### config.mk
export PLATFORM = sky130hd
export DESIGN_NAME = stream_fifo
export DESIGN_NICKNAME = d
export VERILOG_FILES = /design/src/rtl/stream_fifo.sv
export SDC_FILE = /design/constraint.sdc
export NUM_CORES = 1
export LEC_CHECK = 0
export ABC_AREA = 1
export CORE_UTILIZATION = 35
export DETAILED_ROUTE_END_ITERATION = 10
export GPL_TIMING_DRIVEN = 0
export PLACE_DENSITY = 0.51
export SLEW_MARGIN = 20
export SYNTH_ARGS = -nofsm -noshare
export SYNTH_HDL_FRONTEND = slang
export SYNTH_SLANG_ARGS = --single-unit
### constraint.sdc
create_clock -name clk -period 6.7 [get_ports clk]
set_input_delay 2.01 -clock clk [delete_from_list [all_inputs] [get_ports clk]]
set_output_delay 2.01 -clock clk [all_outputs]
set_load 0.005 [all_outputs]
### src/rtl/stream_fifo.sv
// Single-clock valid/ready FIFO with a first-word-fall-through read port.
// Define FIFO_LEVEL_EN to add the level and almost_full status outputs.
module stream_fifo #(
  parameter int unsigned WIDTH = 8,
  parameter int unsigned DEPTH = 128
) (
  input  logic             clk,
  input  logic             reset,
  input  logic [WIDTH-1:0] input_data,
  input  logic             input_valid,
  output logic             input_ready,
  output logic [WIDTH-1:0] output_data,
  output logic             output_valid,
  input  logic             output_ready
`ifdef FIFO_LEVEL_EN
  ,
  output logic [$clog2(DEPTH+1)-1:0] level,
  output logic                       almost_full
`endif
);

  localparam int unsigned PTR_W = $clog2(DEPTH);
  localparam int unsigned CNT_W = $clog2(DEPTH+1);

  localparam logic [PTR_W-1:0] LAST_PTR  = PTR_W'(DEPTH - 1);
  localparam logic [CNT_W-1:0] FULL_CNT  = CNT_W'(DEPTH);
  localparam logic [CNT_W-1:0] ALMOST_CNT = CNT_W'(DEPTH - 1);

  logic [WIDTH-1:0] mem [DEPTH];
  logic [PTR_W-1:0] wr_ptr, rd_ptr;
  logic [PTR_W-1:0] wr_ptr_next, rd_ptr_next;
  logic [CNT_W-1:0] count, count_next;
  logic             push, pop;

  // Readiness comes only from registered state and the reset pin, so a full
  // FIFO refuses a push even when a pop happens on the same edge.
  assign input_ready  = reset && (count != FULL_CNT);
  assign output_valid = reset && (count != '0);
  assign output_data  = mem[rd_ptr];

  assign push = input_valid  && input_ready;
  assign pop  = output_valid && output_ready;

  // NOTE: every output of a combinational block gets a default first, so no
  // path can leave a value unassigned and infer a latch.
  always_comb begin
    wr_ptr_next = wr_ptr;
    rd_ptr_next = rd_ptr;
    count_next  = count;
    // Explicit wrap keeps non-power-of-two depths correct.
    if (push) wr_ptr_next = (wr_ptr == LAST_PTR) ? '0 : wr_ptr + PTR_W'(1);
    if (pop)  rd_ptr_next = (rd_ptr == LAST_PTR) ? '0 : rd_ptr + PTR_W'(1);
    if (push && !pop)      count_next = count + CNT_W'(1);
    else if (pop && !push) count_next = count - CNT_W'(1);
  end

  // NOTE: sequential state uses non-blocking assignments so every register
  // samples pre-edge values regardless of statement order.
  always_ff @(posedge clk or negedge reset) begin
    if (!reset) begin
      wr_ptr <= '0;
      rd_ptr <= '0;
      count  <= '0;
    end else begin
      wr_ptr <= wr_ptr_next;
      rd_ptr <= rd_ptr_next;
      count  <= count_next;
    end
  end

  // NOTE: storage is deliberately left out of reset; the pointers and count
  // alone decide what is valid, and an unreset array maps to plain RAM.
  always_ff @(posedge clk) begin
    if (push) mem[wr_ptr] <= input_data;
  end

`ifdef FIFO_LEVEL_EN
  assign level       = count;
  assign almost_full = (count >= ALMOST_CNT);
`endif

endmodule

==> impl_metrics.toml <==
[sta]
max-slew-margin-rel_pct = 15.9
rsz0062_at_grt = "no"
tightest_slew_ns = 1.26
skew_ns = 0.0346
hold_slack_ns = 0.500
tns_ns = 0
setup_slack_ns = 0.0408
layout_min_cycle_time_ns = 6.66
max_freq_mhz = 150
finalCritPeriodShare_pct = 99.4
maxSlewViolCount = 0
setup_viol = 0
hold_viol_final = 0

[cts]
cts_tree = "yes"
clkTransAtPathRegs_ns = 0.06
clock_latency_ns = 0.76
h-tree-depth = 3
cts_buffers = 114
post_cts_buffers = 0
cts_buffer_depth = 3
cts_root_buf = "clkbuf_16"
cts_hold_buf = 0
clkSinkCount = 1046

[setup_path]
required_ns = 4.69
worstSetupPathType = "reg2out"
worstPathCellList = "inv_2 -> buf_6 -> clkbuf_1 -> o21ai_0 -> nand2_1 -> nor2_1 -> nor2_1 -> nor2_1 -> nor2_1 -> nor2_1 -> nor2_1 -> clkdlybuf4s50_1"
slowest_stage = "clkbuf_1"
cp.arrival_ns = 4.65
rrSetupSlack_ns = 2.63
cp-end-kind = "output port"
max_stage_delay_ns = 0.73
cp_max_fo = 10
crit_top_cell = "nor2_1"
worst_setup_path_start_kind = "flip-flop"

[power_and_ir_drop]
p_total_w = 0.0203
pwr_density_cell_nw_per_um2 = 397
peakVddDrop_mv = 0.223
p_leak_nw = 19.9

[synth]
synth_nets = 4335
syn-instance-count = 4312
synthDistinctLibCells = 32
syn_avg_cell_area_sq_um = 10.4
ys_seq_area_share_pct = 69.8
synthFlopType = "edfxtp_1"
synth_area_sq_um = 44900
synth-seq-cells = 1046
ys_warn_count = 0
synth_edf_count = 1024
async_flop_share_pct = 2.10

[detailed_routing]
dr.pass1.iters = 6
routedWlPerCell_um = 25.8
drc = 0
first_iter_violations = 3980
drt-total-wl_mm = 160
avgViaCountPerCell = 5.10
ant_nets = 0
num_vias = 31743

[run]
cap_viol_max_count = 0

[layout]
drive_above_1_share_pct = 7.18
nets = 4482
fin_area_sq_um = 51000
area_growth_pct = 13.7

[grt]
grt_pass1_wl_mm = 224
grt_pass1_vias = 29733
use_met3_pct = 4.62
grt_max_degree = 99
overflow = 0
grt_antenna_before_repair = 5
grt_use_met1_pct = 34.4
met2_usage_pct = 37.1
top_usage_layer = "met2"
grt_use_total_pct = 24.4

[hold_path]
hold_path_class = "reg2reg"

[floorplan]
die_area_sq_um = 130000
die_h_um = 360
core_area_sq_um = 127000
rows = 131
die_x_um = 360
ioPinCount = 22
start_util_pct = 35.2

[outcome]
status = "completed"

[placement]
gp_congestion = 0.964
dp_hpwl_mm = 110
pre_cts_ws_ns = 0.526
place_area_sq_um = 47400
numPortBuffers = 21
## flip-flops by register name, indices dropped and copies added, names as in the netlist
name    count
mem      1024
count       8
wr_ptr      7
rd_ptr      7
## cells in the final DEF (no fill, tap or decap), types with 9 or more instances in the layout
cell type / netlist / routed
buf_2: 110 / 111
nand4_1: 9 / 9
clkinv_1: 4 / 33
buf_1: 20 / 18
ha_1: 10 / 10
a21oi_1: 19 / 19
o21ai_0: 204 / 204
clkinv_2: 0 / 20
nor2_1: 591 / 584
inv_1: 420 / 420
clkdlybuf4s50_1: 0 / 12
buf_4: 23 / 23
clkbuf_1: 64 / 91
dfrtp_1: 22 / 22
nand2_1: 1320 / 1320
clkbuf_16: 0 / 114
xor2_1: 11 / 11
nand3_1: 432 / 432
edfxtp_1: 1024 / 1024
## layout make-up
| type | count | area (sq um) |
|---|---|---|
| fill | 12384 | 76300 |
| sequential | 1046 | 31300 |
| buffer | 221 | 1090 |
| multi-input combinational | 2619 | 10900 |
| timing repair buffer | 31 | 480 |
| antenna | 3 | 7.51 |
| tap | 1662 | 2080 |
| clock buffer | 148 | 3020 |
| inverter | 426 | 1600 |
| clock inverter | 63 | 522 |
## cells by family after synthesis
logic type,Yosys count,share of synthesized area [%]
flip-flops,1046,69.8
buffers and inverters,647,5.98
XOR/XNOR,12,0.234
AND/OR/NAND/NOR,2365,21.1
AO/OA/AOI/OAI,231,2.58
adder cells (fa/ha/maj),11,0.323
## path summary, 6_finish.rpt
path,startpoint,endpoint,cells past startpoint
max,rd_ptr[0]$_DFFE_PN0P_,output_data[7],12
max in group asynchronous,reset,wr_ptr[4]$_DFFE_PN0P_,1
min,count[7]$_DFFE_PN0P_,count[7]$_DFFE_PN0P_,2
min in group asynchronous,reset,count[7]$_DFFE_PN0P_,1
min reg2reg,count[7]$_DFFE_PN0P_,count[7]$_DFFE_PN0P_,2
max reg2reg,count[2]$_DFFE_PN0P_,mem[93][1]$_DFFE_PP_,7
## timing repair
| action | in CTS | in global routing |
|---|---|---|
| setup endpoints to repair | 3 | 5 |
| resized for setup | 1 | 10 |
| pin swaps | 0 | 0 |
## worst max-delay path, delay by kind of cell (launching register included)
kind / cells / cell delay [ns]
buf+inv: 4 / 1.88
simple gates: 7 / 1.28
flops: 1 / 0.43
compound gates: 1 / 0.28
## Yosys cell counts (2+ instances only)
| library cell | n | share of area [%] |
|---|---|---|
| buf_2 | 110 | 1.2 |
| edfxtp_1 | 1024 | 69 |
| o21ai_0 | 204 | 2.3 |
| o21ai_1 | 6 | 0.067 |
| xor2_1 | 11 | 0.21 |
| nand3_1 | 432 | 4.8 |
| and3_1 | 4 | 0.056 |
| nor2_1 | 591 | 4.9 |
| buf_4 | 23 | 0.38 |
| clkbuf_1 | 64 | 0.54 |
| inv_2 | 2 | 0.017 |
| a21oi_1 | 19 | 0.21 |
| buf_1 | 20 | 0.17 |
| buf_6 | 4 | 0.10 |
| nand2_1 | 1320 | 11 |
| ha_1 | 10 | 0.28 |
| inv_1 | 420 | 3.5 |
| nand4_1 | 9 | 0.13 |
| clkinv_1 | 4 | 0.033 |
| nor3_1 | 2 | 0.022 |
| dfrtp_1 | 22 | 1.2 |
## per-layer routing
layer	share of wire, %	vias to the layer above
met4	4.0	0
met5	0	-
li1	-	14500
met1	44	15520
met3	8.8	278
met2	44	1445
## stage by stage
stage	util, %	std cells
final	40.1	6219
after global routing	40.0	6216
after CTS	40.0	6216
after detailed placement	37.3	6005
after global placement	37.0	5995
after floorplan	-	4312
## power by group
group / switching (W) / leakage, nW / total, W / internal (W)
Combinational: 0.00521 / 8.71 / 0.00683 / 0.00161
Sequential: 0.0000724 / 9.48 / 0.00735 / 0.00728
Clock: 0.00273 / 1.72 / 0.00608 / 0.00334
(Power assumes the default switching activity.)
